[src/rtl/seq_detect_ctrl.sv]
// Run controller for serial pattern detection: programmable pattern, overlapping or
// non-overlapping hit counting, run ends on a bit window or hit target. Optional irq via SEQ_DET_IRQ_EN.
module seq_detect_ctrl #(
  parameter int PAT_MAX = 8,
  parameter int CNT_W   = 8,
  parameter int WIN_W   = 16
) (
  input  logic                      clk,
  input  logic                      reset,
  input  logic                      cfg_load,
  input  logic [PAT_MAX-1:0]        cfg_pattern,
  input  logic [$clog2(PAT_MAX):0]  cfg_len,
  input  logic                      cfg_overlap,
  input  logic [WIN_W-1:0]          cfg_win_len,
  input  logic [CNT_W-1:0]          cfg_target,
  input  logic                      start,
  input  logic                      stop,
  input  logic                      in_valid,
  input  logic                      in,
  output logic                      in_ready,
  output logic                      busy,
  output logic                      done,
  output logic                      det_pulse,
  output logic [CNT_W-1:0]          det_count
`ifdef SEQ_DET_IRQ_EN
  ,
  output logic                      irq,
  input  logic                      irq_clr
`endif
);

  localparam int LEN_W = $clog2(PAT_MAX) + 1;

  typedef enum logic [1:0] {IDLE, RUN, DONE} state_t;

  state_t             state;
  logic               run_q;
  logic               done_q;
  logic [PAT_MAX-1:0] pat_q;
  logic [LEN_W-1:0]   len_q;
  logic               ovl_q;
  logic [WIN_W-1:0]   win_q;
  logic [CNT_W-1:0]   tgt_q;
  logic [PAT_MAX-1:0] hist;
  logic [LEN_W-1:0]   fill;
  logic [WIN_W-1:0]   bit_cnt;

  logic               accept;
  logic               launch;
  logic               hit;
  logic               end_run;
  logic [LEN_W-1:0]   len_eff;
  logic [PAT_MAX-1:0] hist_next;
  logic [LEN_W-1:0]   fill_next;
  logic [WIN_W-1:0]   bit_cnt_next;
  logic [CNT_W-1:0]   cnt_next;

  // Length 0 means 1; anything longer than the history register is clamped.
  function automatic logic [LEN_W-1:0] clamp_len(input logic [LEN_W-1:0] l);
    if (l == '0)
      return LEN_W'(1);
    else if (l > LEN_W'(PAT_MAX))
      return LEN_W'(PAT_MAX);
    else
      return l;
  endfunction

  function automatic logic [PAT_MAX-1:0] len_mask(input logic [LEN_W-1:0] l);
    logic [PAT_MAX-1:0] m;
    for (int i = 0; i < PAT_MAX; i++)
      m[i] = (i < int'(l));
    return m;
  endfunction

  function automatic logic [CNT_W-1:0] sat_inc(input logic [CNT_W-1:0] c);
    if (c == '1)
      return c;
    else
      return c + CNT_W'(1);
  endfunction

  assign in_ready = run_q;
  assign busy     = run_q;
  assign done     = done_q;

  assign accept       = in_valid & run_q;
  assign launch       = start & ((state == IDLE) | (state == DONE));
  assign len_eff      = clamp_len(len_q);
  assign hist_next    = {hist[PAT_MAX-2:0], in};
  assign fill_next    = (fill >= LEN_W'(PAT_MAX)) ? LEN_W'(PAT_MAX) : fill + LEN_W'(1);
  assign bit_cnt_next = bit_cnt + WIN_W'(1);
  assign hit          = accept && (fill_next >= len_eff) &&
                        (((hist_next ^ pat_q) & len_mask(len_eff)) == '0);
  assign cnt_next     = hit ? sat_inc(det_count) : det_count;
  assign end_run      = accept && (((win_q != '0) && (bit_cnt_next == win_q)) ||
                                   ((tgt_q != '0) && (cnt_next == tgt_q)));

  always_ff @(posedge clk) begin
    if (reset) begin
      state     <= IDLE;
      run_q     <= 1'b0;
      done_q    <= 1'b0;
      det_pulse <= 1'b0;
      det_count <= '0;
      pat_q     <= '0;
      len_q     <= '0;
      ovl_q     <= 1'b0;
      win_q     <= '0;
      tgt_q     <= '0;
      hist      <= '0;
      fill      <= '0;
      bit_cnt   <= '0;
    end else begin
      det_pulse <= 1'b0;
      if (cfg_load && (state == IDLE)) begin
        pat_q <= cfg_pattern;
        len_q <= cfg_len;
        ovl_q <= cfg_overlap;
        win_q <= cfg_win_len;
        tgt_q <= cfg_target;
      end
      // stop has priority over start and over any bit accepted in the same cycle
      if (stop) begin
        state  <= IDLE;
        run_q  <= 1'b0;
        done_q <= 1'b0;
      end else if (launch) begin
        state     <= RUN;
        run_q     <= 1'b1;
        done_q    <= 1'b0;
        hist      <= '0;
        fill      <= '0;
        bit_cnt   <= '0;
        det_count <= '0;
      end else if ((state == RUN) && accept) begin
        hist      <= hist_next;
        fill      <= (hit && !ovl_q) ? '0 : fill_next;
        bit_cnt   <= bit_cnt_next;
        det_count <= cnt_next;
        det_pulse <= hit;
        if (end_run) begin
          state  <= DONE;
          run_q  <= 1'b0;
          done_q <= 1'b1;
        end
      end
    end
  end

`ifdef SEQ_DET_IRQ_EN
  always_ff @(posedge clk) begin
    if (reset)
      irq <= 1'b0;
    else if (!stop && (state == RUN) && end_run)
      irq <= 1'b1;
    else if (irq_clr)
      irq <= 1'b0;
  end
`endif

endmodule

[config.mk]
export PLATFORM = sky130hd
export DESIGN_NAME = seq_detect_ctrl
export DESIGN_NICKNAME = d
export VERILOG_FILES = /design/src/rtl/seq_detect_ctrl.sv
export SDC_FILE = /design/constraint.sdc
export NUM_CORES = 1
export LEC_CHECK = 0
export BUFFER_PORTS_ARGS = -buffer_cell sky130_fd_sc_hd__buf_4
export CELL_PAD_IN_SITES_DETAIL_PLACEMENT = 1
export CELL_PAD_IN_SITES_GLOBAL_PLACEMENT = 1
export CORE_MARGIN = 10
export CORE_UTILIZATION = 39
export CTS_BUF_LIST = sky130_fd_sc_hd__clkbuf_4 sky130_fd_sc_hd__clkbuf_8
export CTS_CLUSTER_DIAMETER = 150
export DETAILED_ROUTE_END_ITERATION = 10
export PLACE_DENSITY = 0.74
export RECOVER_POWER = 25
export SLEW_MARGIN = 20
export SYNTH_ARGS = -nofsm -noshare
export SYNTH_HDL_FRONTEND = slang
export SYNTH_SLANG_ARGS = --single-unit
export TNS_END_PERCENT = 1
[constraint.sdc]
create_clock -name clk -period 2.65 [get_ports clk]
set_input_delay 0.1325 -clock clk [delete_from_list [all_inputs] [get_ports clk]]
set_output_delay 0.1325 -clock clk [all_outputs]
set_load 0.005 [all_outputs]
-- Word-level counts from Yosys, hierarchy flattened
Cells that the tools add are included.
W data, S select, Z words.
- output and inout bits: 12
- register bits: 76
- word-level logic and storage cells: 82
- input port bits: 44
- reductions and logical operators: 23
- $add $sub $neg: 3
- bitwise operators: 7
- order comparisons: 11
- mux-type cells: 20
- equal/unequal tests: 5
- operators with widths (kind ; number):
    $mux W16 ; 2
    $mux W8 ; 4
    $mux W4 ; 6
    $add A16 B1 Y16 const B ; 1
    $eq A16 B16 Y1 ; 1
    $lt A3 B4 Y1 const A ; 4
    $reduce_bool A16 Y1 ; 1
    $mux W7 ; 2
    $add A8 B1 Y8 const B ; 1
    $and A8 B8 Y8 ; 1
    $eq A8 B8 Y1 ; 1
    $eq A8 B8 Y1 const B ; 1
    $logic_and A1 B1 Y1 ; 8
    $logic_not A8 Y1 ; 1
    $lt A1 B4 Y1 const A ; 2
    $lt A2 B4 Y1 const A ; 2
    $reduce_bool A8 Y1 ; 1
    $xor A8 B8 Y8 ; 1
    $mux W1 ; 6
    $reduce_and A2 Y1 ; 3
    $add A4 B1 Y4 const B ; 1
    $ge A4 B4 Y1 ; 1
    $ge A4 B4 Y1 const B ; 1
    $gt A4 B4 Y1 const B ; 1
    13 further kinds ; 16

-- Logic depth before layout (Yosys ltp)
Gate-level depths: netlist of the first run.
- depth in word-level cells: 15
- mapped depth: 12
- mapped depth without buffers: 12

-- Least setup slack after synthesis of the first run
Ideal clock, no wire load.
- path kind: register -> register
- start: reg fill[0]
- end: reg done_q (netlist: done)
- data arrival time: 2764 ps
- period minus slack after synthesis: 2835 ps
- stages on the path, launching flop included: 12
- slack: -185 ps
- setup time: 70 ps
- cells stage by stage: dfxtp_1 -> inv_1 -> ha_1 -> nor2b_1 -> ha_1 -> o21ai_0 -> a221oi_4 -> nand2_4 -> or3_1 -> o22ai_1 -> or4b_1 -> o21bai_1
- word-level cells in the longest chain between the ends: 11
- ends and longest elaborated chain (item ; line ; RTL):
    start: declaration ; 45 ; logic [LEN_W-1:0] fill;
    start signal: assignment ; 137 ; fill <= (hit && !ovl_q) ? '0 : fill_next;
    $add A4 B1 Y4 or $ge A4 B4 Y1 (tied branches) ; 90 ; assign fill_next = (fill >= LEN_W'(PAT_MAX)) ? LEN_W'(PAT_MAX) : fill + LEN_W'(1);
    $mux W4 (*) ; 90 ;
    $ge A4 B4 Y1 (*) ; 92 ; assign hit = accept && (fill_next >= len_eff) &&
    $logic_and A1 B1 Y1 (*) (2 in a row) ; 92 ;
    $mux W8 (*) ; 94 ; assign cnt_next = hit ? sat_inc(det_count) : det_count;
    $eq A8 B8 Y1 (*) ; 96 ; ((tgt_q != '0) && (cnt_next == tgt_q)));
    $logic_and A1 B1 Y1 (*) ; 96 ;
    $logic_or A1 B1 Y1 (*) ; 95 ; assign end_run = accept && (((win_q != '0) && (bit_cnt_next == win_q)) ||
    $logic_and A1 B1 Y1 (*) ; 95 ;
    $reduce_and A2 Y1 (no line) (*) ; -- ;
    end signal: assignment ; 102 ; done_q <= 1'b0;
    end signal: assignment ; 126 ; done_q <= 1'b0;
    end signal: assignment ; 130 ; done_q <= 1'b0;
    end: declaration ; 38 ; logic done_q;
Mark *: on every way between the ends. The rest lies on a longest branch, timed or not.
A chain may end at the register's enable or synchronous reset.

-- Worst setup path in the final report of the first run
- start: reg fill[1]
- end: reg done_q (netlist: done)
The elaborated chain is that of the path after synthesis.

==> run_results.csv, run 1 <==
group,metric,value,unit
status,outcome,"finished, violations left",
status,violations,"setup timing",
global_route,grt_max_degree,74,
clock_tree,clock_sinks,75,
place,gp_congestion,0.918,
global_route,gr-usage-met2,0.304,
critical_path,arrival,3.03,ns
power_and_ir_drop,powerDensity,501,nW/um^2
yosys,synth-seq-cells,75,
yosys,synthDistinctLibCells,56,
sta,min_period_over_period,1.03,
routing,wl,13.6,mm
place,placedInstanceArea,4870,um^2
power_and_ir_drop,power_leakage,2.04,nW
critical_path,critPathBufInv,1,
yosys,yosysWarnings,0,
routing,viasPerCell,5.44,
routing,first_pass_iters,4,
critical_path,crit_family,"simple AND/OR/NAND/NOR gates",
floorplan,core_region_area,10300,um^2
floorplan,die_w,123,um
critical_path,cp_slowest_stage_delay,0.56,ns
routing,drc_errors,0,
critical_path,reg2reg_slack,-0.08,ns
critical_path,cp_data_required_time,2.94,ns
finish,design_area,5310,um^2
clock_tree,cts-htree-levels,3,
worst_hold_path,hp-start,"cfg_pattern[0]",
sta,period_minus_slack,2.73,ns
place,hpwl,9.94,mm
clock_tree,clk_latency,0.36,ns
yosys,syn_avg_cell_area,7.59,um^2
yosys,netlist_area,4120,um^2
sta,max_slew_margin,0.472,
clock_tree,cts_tree,"yes",
power_and_ir_drop,power,2.66,mW
critical_path,criticalPathCategory,"reg2reg",
yosys,syn_nets,595,
floorplan,rows,37,
critical_path,r2r-end,"done",
global_route,grt_pass1_wl,22.3,mm
sta,skew,0.0128,ns
clock_tree,holdBufCountCts,0,
sta,setup_tns,-0.131,ns
finish,regArea,1520,um^2
yosys,ys.flop_type,"dfxtp_1",
critical_path,cp_slowest_cell,"or4b_4",
finish,drive_gt1_frac,0.248,
place,dp_slack,-0.154,ns
sta,worstMarginPinSlew,0.793,ns
global_route,grt_pass1_vias,4382,
routing,avgRoutedWirePerCell,17.9,um
sta,rsz0062_at_grt,"true",
sta,final-hold-violation-count,0,
worst_hold_path,holdCritPathClass,"in2reg",
global_route,use_met1,0.232,
finish,nets,669,
critical_path,r2r_cells,12,
sta,setup_violations,2,
power_and_ir_drop,irDropWorstVdd,0.000285,V
global_route,antenna_found_initial,0,
routing,antenna_left,0,
sta,setup_ws,-0.0838,ns
yosys,async_flop_share,0,
floorplan,die-area,15100,um^2
run,cap_violations,0,
yosys,synth-edff-count,0,
critical_path,worstPathMaxFanout,6,
yosys,yosysSeqAreaShare,0.365,
floorplan,ioPinCount,56,
finish,area_growth,28.9,%
finish,layout_common_cells,"nand2_1, buf_4, dfxtp_1",
clock_tree,clk_pin_slew,0.08,ns
global_route,grt_usage,0.184,
critical_path,timing.rr.start,"fill[1]",
sta,slew_viol_final,0,
global_route,grt_overflow,0,
critical_path,crit_chain,"ha_4, xnor2_4, nor2_4, ha_4, o21a_1, nor2_2, a221oi_4, buf_4, a31oi_1, a311oi_2, or4b_4, o21bai_1",
finish,final_common_cell,"nand2_1",
critical_path,cp-end-kind,"flip-flop",
worst_hold_path,min_path_cells,3,
routing,vias,4125,
finish,antenna_cells,0,
critical_path,crit_top_cell,"ha_4",
routing,drt-initial-drc-count,232,
finish,fillers,1281,
finish,multiInputGateArea,2670,um^2
critical_path,crit_path_start_kind,"flip-flop",
clock_tree,root_buffer,"clkbuf_8",
clock_tree,clock_path_buffers,2,
sta,max_freq,0.366,GHz
place,io_buffers,55,
floorplan,die_h,123,um
global_route,grt_busiest_layer,"met2",
floorplan,start_util,0.399,
worst_hold_path,whs_endpoint,"pat_q[0]",
clock_tree,numCtsBuffers,9,
yosys,synthCells,543,
global_route,grtUsageMet3,0.0436,
[worst reg2reg max path, cell delays in order (launching register included)]
cell      delay, ns
dfxtp_4        0.37
ha_4           0.18
xnor2_4        0.14
nor2_4         0.13
ha_4           0.22
o21a_1         0.17
nor2_2         0.15
a221oi_4       0.06
buf_4          0.19
a31oi_1        0.24
a311oi_2       0.10
or4b_4         0.56
o21bai_1       0.15
[Yosys cell counts, types with 2 or more instances]
master / instances / area share
nand4_1: 6 / 0.0091
clkbuf_1: 29 / 0.026
a211oi_1: 2 / 0.0036
nor4_1: 11 / 0.017
nor3b_1: 3 / 0.0055
nand3_1: 18 / 0.022
a22oi_1: 14 / 0.026
a21oi_1: 62 / 0.075
xnor2_1: 25 / 0.053
and2_1: 5 / 0.0076
a31oi_1: 4 / 0.0061
dfxtp_1: 75 / 0.36
nor2_1: 56 / 0.051
buf_6: 2 / 0.0055
nor3_1: 16 / 0.019
nand2_1: 106 / 0.097
or3_1: 3 / 0.0046
nand2b_1: 4 / 0.0061
and3_1: 8 / 0.012
inv_1: 6 / 0.0055
ha_1: 8 / 0.024
a311oi_1: 7 / 0.015
a31o_2: 3 / 0.0064
or2_2: 4 / 0.0061
o21ai_0: 17 / 0.021
xor2_1: 17 / 0.036
nor2b_1: 3 / 0.0046
[logic make-up after synthesis]
family                   count (synthesis)  synth area share
AND/OR/NAND/NOR                        250             0.277
flip-flops                              75             0.365
XOR/XNOR                                43            0.0960
buffers and inverters                   39            0.0404
adder cells (fa/ha/maj)                  8            0.0243
AO/OA/AOI/OAI                          127             0.196
multiplexers                             1           0.00243
[final cells by class]
type	count	share of cell area
Clock buffer	11	0.0273
Clock inverter	5	0.0160
Inverter	6	0.00424
Multi-Input combinational cell	429	0.503
Sequential cell	75	0.285
Tap cell	136	0.0321
Timing Repair Buffer	96	0.132
[registers in the layout (all words and copies together) (netlist names)]
register   cells
det_count      8
win_q         16
bit_cnt       16
hist           7
ovl_q          1
fill           4
len_q          4
det_pulse      1
state          1
tgt_q          8
done           1
pat_q          8
[worst max-delay path by stage]
stage                 start    to  depth (start not counted)
floorplan           fill[0]  done                         11
global placement    fill[0]  done                         12
detailed placement  fill[0]  done                         12
CTS                 fill[0]  done                         11
global route        fill[0]  done                         12
finish              fill[1]  done                         12
[per-layer routing]
layer	up-vias	wire length [um]	share of wire
met5	-	0	0
met3	18	858	0.063
met4	0	203	0.015
li1	2046	-	-
met2	104	6280	0.46
met1	1957	6230	0.46
[where the power goes]
group / internal, mW / total (mW) / switching [mW] / leakage, nW
clock network: 0.572 / 1.04 / 0.469 / 0.114
logic: 0.184 / 0.413 / 0.229 / 1.31
registers: 1.16 / 1.21 / 0.0444 / 0.614
[what timing repair did]
item	4_1_cts	5_1_grt
setup buffers	1	4
pin swaps	9	12
setup endpoints to repair	3	7
resized for setup	19	21
[stage by stage]
stage	hold WS, ns	instances	util
floorplan	0.268	543	-
global placement	0.381	737	0.472
detailed placement	0.392	737	0.472
CTS	0.00384	754	0.505
global route	0.00294	758	0.514
finish	0.0174	758	0.514
Note: power is estimated with default switching activity, not from simulation.
==> run 2: changes to the inputs <==
--- a/config.mk
+++ b/config.mk
@@ -9,11 +9,11 @@
 export CELL_PAD_IN_SITES_DETAIL_PLACEMENT = 1
 export CELL_PAD_IN_SITES_GLOBAL_PLACEMENT = 1
 export CORE_MARGIN = 10
-export CORE_UTILIZATION = 39
+export CORE_UTILIZATION = 44
 export CTS_BUF_LIST = sky130_fd_sc_hd__clkbuf_4 sky130_fd_sc_hd__clkbuf_8
 export CTS_CLUSTER_DIAMETER = 150
 export DETAILED_ROUTE_END_ITERATION = 10
-export PLACE_DENSITY = 0.74
+export PLACE_DENSITY = 0.79
 export RECOVER_POWER = 25
 export SLEW_MARGIN = 20
 export SYNTH_ARGS = -nofsm -noshare
==> constraint.sdc (replaced) <==
create_clock -name clk -period 2.8 [get_ports clk]
set_input_delay 0.14 -clock clk [delete_from_list [all_inputs] [get_ports clk]]
set_output_delay 0.14 -clock clk [all_outputs]
set_load 0.005 [all_outputs]
==> run 2 against run 1 <==
Effect of this change:
- the flow still finishes with violations (setup timing)
- register-to-register slack improved by 0.05 ns
- sequential cell count did not move
- routed wire length barely moved
- design area fell by 5.5%
- critical path depth fell by 4
- core utilization rose by 3.1 points
- worst setup slack improved by 0.048 ns
- fmax fell by 3.6%
- highest routed layer unchanged
==> run_results.csv, run 2 (synthesized netlist as in run 1, its figures left out) <==
group,metric,value,unit
status,outcome,"finished, violations left",
status,violations,"setup timing",
routing,drc_errors,0,
critical_path,cp-end-kind,"flip-flop",
routing,wl_met2,6.48,mm
critical_path,cp_data_required_time,3.08,ns
critical_path,critPathBufInv,0,
finish,fillers,1148,
place,gp_congestion,0.887,
power_and_ir_drop,cellInternalPower,1.78,mW
floorplan,core_region_area,9200,um^2
critical_path,cp_slowest_cell,"or4b_1",
floorplan,die_h,117,um
power_and_ir_drop,power,2.46,mW
floorplan,start_util,0.448,
clock_tree,cts_tree,"yes",
routing,drt-initial-drc-count,202,
power_and_ir_drop,irDropWorstVdd,0.000311,V
power_and_ir_drop,pwr-share-comb,0.148,
floorplan,die_w,117,um
finish,drive_gt1_frac,0.193,
finish,layout_common_cells,"nand2_1, dfxtp_1, buf_4",
power_and_ir_drop,power.switching,0.680,mW
finish,top_regs,"bit_cnt x16, win_q x16",
routing,wl,13.6,mm
sta,setup_violations,1,
place,io_buffers,55,
finish,design_area,5010,um^2
routing,avgRoutedWirePerCell,18.9,um
global_route,grt_overflow,0,
clock_tree,clk_pin_slew,0.09,ns
routing,met1Wirelength,5.86,mm
critical_path,cp_slowest_stage_delay,0.45,ns
sta,period_minus_slack,2.84,ns
sta,rsz0062_at_grt,"true",
clock_tree,clk_latency,0.35,ns
clock_tree,holdBufCountCts,0,
sta,final-hold-violation-count,0,
routing,wl_met3,965,um
power_and_ir_drop,clockPowerShare,0.386,
finish,nets,654,
routing,vias,4184,
power_and_ir_drop,powerDensity,490,nW/um^2
routing,viasPerCell,5.84,
sta,worstMarginPinSlew,1.13,ns
clock_tree,cts-htree-levels,3,
critical_path,crit_chain,"or3_1, a222oi_1, and3_1, nand2_4, or3_4, o22ai_2, or4b_1, o21bai_1",
run,cap_violations,0,
global_route,grt_pass1_vias,4346,
clock_tree,clock_sinks,75,
global_route,antenna_found_initial,0,
floorplan,ioPinCount,56,
global_route,grt_usage,0.194,
critical_path,worstPathMaxFanout,9,
floorplan,die-area,13600,um^2
sta,skew,0.0113,ns
sta,setup_ws,-0.0356,ns
sta,max_freq,0.353,GHz
finish,final_cells,717,
critical_path,r2r_cells,8,
worst_hold_path,holdCritPathClass,"in2reg",
place,placedInstanceArea,4710,um^2
place,dp_cells,700,
power_and_ir_drop,power_leakage,1.94,nW
clock_tree,clock_path_buffers,2,
routing,first_pass_iters,5,
sta,slew_viol_final,0,
sta,min_period_over_period,1.01,
critical_path,criticalPathCategory,"reg2reg",
place,hpwl,9.37,mm
clock_tree,root_buffer,"clkbuf_8",
critical_path,arrival,3.12,ns
finish,final_common_cell,"nand2_1",
critical_path,cp.depth,8,
global_route,grt_pass1_wl,21.2,mm
critical_path,crit_family,"simple AND/OR/NAND/NOR gates",
power_and_ir_drop,sw_frac_of_total,0.277,
global_route,grt_max_degree,74,
routing,antenna_left,0,
power_and_ir_drop,seqPwrFrac,0.465,
routing,top_layer,"met4",
finish,area_growth,21.7,%
worst_hold_path,min_path_cells,3,
floorplan,rows,35,
critical_path,crit_path_start_kind,"flip-flop",
clock_tree,numCtsBuffers,9,
finish,antenna_cells,0,
sta,max_slew_margin,0.246,
## run 2: per-stage QoR
stage	TNS, ns	utilization	hold WS, ns	setup slack [ns]
5_1_grt	-0.305	0.545	0.0154	-0.139
3_5_place_dp	-0.260	0.512	0.398	-0.128
3_3_place_gp	0	0.512	0.386	0.0298
2_1_floorplan	0	-	0.276	0.00197
4_1_cts	0	0.538	0.0226	0.0146
6_report	-0.0356	0.545	0.0250	-0.0356
## run 2: layer usage
metal  track usage  vias to the layer above
met5             0                        -
met4        0.0478                        0
met3        0.0524                       24
met2         0.322                      117
met1         0.243                     2036
li1              -                     2007
## run 2: final timing paths
check	from	endpoint	slack, ns
worst min register to register	pat_q[5]	pat_q[5]	0.48
worst max register to register	len_q[3]	done	-0.04
worst max-delay path	len_q[3]	done	-0.04
worst min-delay path	cfg_target[2]	tgt_q[2]	0.02
## run 2: repair_timing
item                       CTS  global route
setup buffers                0             2
pin swaps                    4            10
setup endpoints to repair    4             4
resized for setup            7            16
## run 2: worst min-delay path: stages
cell	delay (ns)
buf_4	0.11
nand2_1	0.05
a21oi_1	0.05
## run 2: power groups by stage
| stage | clock network [mW] | logic (mW) | registers, mW |
|---|---|---|---|
| 6_report | 0.949 | 0.365 | 1.14 |
| 5_1_grt | 1.02 | 0.401 | 1.15 |
| 4_1_cts | 0.965 | 0.349 | 1.14 |
| 3_5_place_dp | 0 | 0.340 | 1.17 |
| 3_3_place_gp | 0 | 0.327 | 1.16 |
| 2_1_floorplan | 0 | 0.224 | 1.15 |
## run 2: area by class of cell
type,count,area (um^2),area share
Tap cell,111,139,0.0277
Timing Repair Buffer,81,571,0.114
Inverter,6,22.5,0.00449
Clock buffer,10,138,0.0275
Clock inverter,5,77.6,0.0155
Sequential cell,75,1510,0.300
Multi-Input combinational cell,429,2560,0.511
==> run 3: changes to the inputs <==
--- a/config.mk
+++ b/config.mk
@@ -5,15 +5,16 @@
 export SDC_FILE = /design/constraint.sdc
 export NUM_CORES = 1
 export LEC_CHECK = 0
+export ABC_AREA = 1
 export BUFFER_PORTS_ARGS = -buffer_cell sky130_fd_sc_hd__buf_4
 export CELL_PAD_IN_SITES_DETAIL_PLACEMENT = 1
 export CELL_PAD_IN_SITES_GLOBAL_PLACEMENT = 1
 export CORE_MARGIN = 10
-export CORE_UTILIZATION = 44
+export CORE_UTILIZATION = 42
 export CTS_BUF_LIST = sky130_fd_sc_hd__clkbuf_4 sky130_fd_sc_hd__clkbuf_8
 export CTS_CLUSTER_DIAMETER = 150
 export DETAILED_ROUTE_END_ITERATION = 10
-export PLACE_DENSITY = 0.79
+export PLACE_DENSITY = 0.77
 export RECOVER_POWER = 25
 export SLEW_MARGIN = 20
 export SYNTH_ARGS = -nofsm -noshare
==> run 3 against run 2 <==
Effect of this change:
- the flow now finishes without violations
- sequential cell count unchanged
- final cell count up 16%
- clock skew down 0.0037 ns
- critical endpoint is now state[0]
- largest power group unchanged
- routed wire length shrank 6.8%
- fmax increased by 8.3%
- die area up 6.5%
- first-iteration DRC count shrank 19%
- sequential share of layout area fell by 0.36 points
==> run_results.csv, run 3 <==
group,metric,value,unit
status,outcome,"finished, final reports clean",
critical_path,crit_chain,"ha_2, xnor2_1, nor2_1, ha_1, nand2_1, inv_1, nand2_1, nand3_1, nand2_1, inv_2, nand3_4, buf_12, nand2_4, nand2_1, nand2_1, nand3_1, nor2_1, nand3_1, nand2_1, nand2_2, nand2_2, a21oi_2",
finish,antenna_cells,0,
finish,multiInputGateArea,2380,um^2
yosys,yosysMostFrequentCell,"nand2_1",
yosys,synth_top_area_cell,"dfxtp_1",
critical_path,cp_data_required_time,3.06,ns
place,io_buffers,55,
global_route,grt_max_degree,36,
sta,worstMarginPinSlew,0.922,ns
critical_path,cp_slowest_cell,"dfxtp_4",
critical_path,cp_slowest_stage_delay,0.37,ns
place,hpwl,9.51,mm
clock_tree,numCtsBuffers,9,
floorplan,ioPinCount,56,
place,dp_slack,-0.0982,ns
power_and_ir_drop,power_leakage,2.17,nW
sta,final-hold-violation-count,0,
routing,antenna_left,0,
global_route,grt_overflow,0,
yosys,synthCells,636,
clock_tree,cts_tree,"yes",
clock_tree,clk_pin_slew,0.08,ns
critical_path,worstPathMaxFanout,6,
sta,slew_viol_final,0,
floorplan,core_region_area,9820,um^2
finish,area_growth,19.6,%
floorplan,die-area,14500,um^2
routing,drt-initial-drc-count,163,
yosys,netlist_top_cells_area,"dfxtp_1, nand2_1, a21oi_1",
global_route,antenna_found_initial,0,
power_and_ir_drop,irDropWorstVdd,0.000231,V
routing,drc_errors,0,
yosys,netlist.area_leader.share,0.354,
finish,regArea,1510,um^2
sta,max_freq,0.382,GHz
sta,skew,0.00757,ns
finish,fillers,1339,
routing,viasPerCell,5.17,
floorplan,rows,36,
finish,final_cells,830,
global_route,grt_pass1_vias,4497,
global_route,grt_pass1_wl,21.2,mm
finish,final_common_cell,"nand2_1",
yosys,yosysWarnings,0,
sta,max_slew_margin,0.384,
routing,avgRoutedWirePerCell,15.2,um
sta,period_minus_slack,2.62,ns
global_route,use_met1,0.206,
sta,fin_hold_ws,0.0362,ns
sta,setup_tns,0,ns
floorplan,start_util,0.432,
critical_path,criticalPathCategory,"reg2reg",
floorplan,die_w,121,um
finish,drive_gt1_frac,0.182,
sta,min_period_over_period,0.935,
yosys,synth-edff-count,0,
place,dp_cells,808,
global_route,grtUsageMet3,0.0302,
global_route,gr-usage-met2,0.316,
finish,nets,744,
yosys,syn_avg_cell_area,6.67,um^2
yosys,syn_nets,688,
yosys,netlist_area,4240,um^2
routing,wl,12.6,mm
finish,fin_util,0.517,
place,gp_congestion,0.855,
critical_path,arrival,2.88,ns
yosys,synth_common_cells,"nand2_1, dfxtp_1, inv_1",
yosys,async_flop_share,0,
routing,vias,4290,
sta,setup_ws,0.182,ns
floorplan,die_h,121,um
finish,layout_common_cells,"nand2_1, dfxtp_1, a21oi_1",
global_route,grt_usage,0.177,
critical_path,cp-end-kind,"flip-flop",
run,cap_violations,0,
yosys,yosysSeqAreaShare,0.354,
clock_tree,clock_sinks,75,
clock_tree,cts-htree-levels,3,
critical_path,crit_path_start_kind,"flip-flop",
routing,first_pass_iters,4,
power_and_ir_drop,powerDensity,473,nW/um^2
yosys,synthDistinctLibCells,36,
clock_tree,clock_path_buffers,2,
clock_tree,clk_latency,0.36,ns
sta,setup_violations,0,
global_route,grt_busiest_layer,"met2",
worst_hold_path,holdCritPathClass,"in2reg",
yosys,ys.flop_type,"dfxtp_1",
yosys,synth-seq-cells,75,
finish,top_regs,"bit_cnt x16, win_q x16",
critical_path,crit_top_cell,"nand2_1",
clock_tree,root_buffer,"clkbuf_8",
[run 3: worst paths after layout]
kind	from	end	slack (ns)	depth (start not counted)
max	fill[0]	state[0]	0.18	22
max reg2reg	fill[0]	state[0]	0.18	22
min	cfg_pattern[0]	pat_q[0]	0.04	3
min reg2reg	pat_q[2]	pat_q[2]	0.47	2
[run 3: kinds of logic (layout without fill, tap and decap cells)]
family                   Yosys count  count (layout)  share of synthesized area
buffers and inverters            101             162                     0.0926
AO/OA/AOI/OAI                    124             124                      0.150
AND/OR/NAND/NOR                  311             311                      0.342
flip-flops                        75              75                      0.354
XOR/XNOR                          17              17                     0.0383
adder cells (fa/ha/maj)            8               8                     0.0236
[run 3: critical path: cells and delay by family, from the launching register on]
| family | cells | cell delay (ns) |
|---|---|---|
| simple gates | 15 | 1.14 |
| fa+ha+maj | 2 | 0.49 |
| flops | 1 | 0.37 |
| buf+inv | 3 | 0.31 |
| xor+xnor | 1 | 0.15 |
| compound gates | 1 | 0.04 |
[run 3: per-stage QoR]
| step | instance area (um^2) | total power [mW] |
|---|---|---|
| floorplan | 4240 | 1.40 |
| global placement | 4780 | 1.52 |
| detailed placement | 4780 | 1.53 |
| CTS | 5020 | 2.42 |
| global route | 5070 | 2.53 |
| finish | 5070 | 2.40 |
[run 3: repair_timing]
| action | CTS | global route |
|---|---|---|
| buffers inserted | 4 | 2 |
| gates resized for setup | 0 | 15 |
| endpoints found under the setup margin | 2 | 2 |
| pin swaps | 0 | 14 |
| hold buffers | 0 | 0 |
[run 3: per-layer routing]
layer	part of all wire	vias to the layer above	routed length, um
met2	0.51	59	6440
met1	0.44	2050	5620
met3	0.032	15	407
met4	0.014	0	180
li1	-	2166	-
met5	0	-	0
[run 3: cell type report]
class	instances	area share
Inverter	78	0.0582
Timing Repair Buffer	68	0.104
Tap cell	133	0.0328
Multi-Input combinational cell	460	0.468
Sequential cell	75	0.297
Clock inverter	2	0.00690
Clock buffer	14	0.0330
[run 3: where the power goes]
part | total, mW | internal, mW | switching (mW)
registers | 1.15 | 1.11 | 0.0368
logic | 0.366 | 0.146 | 0.220
clock network | 0.884 | 0.476 | 0.408
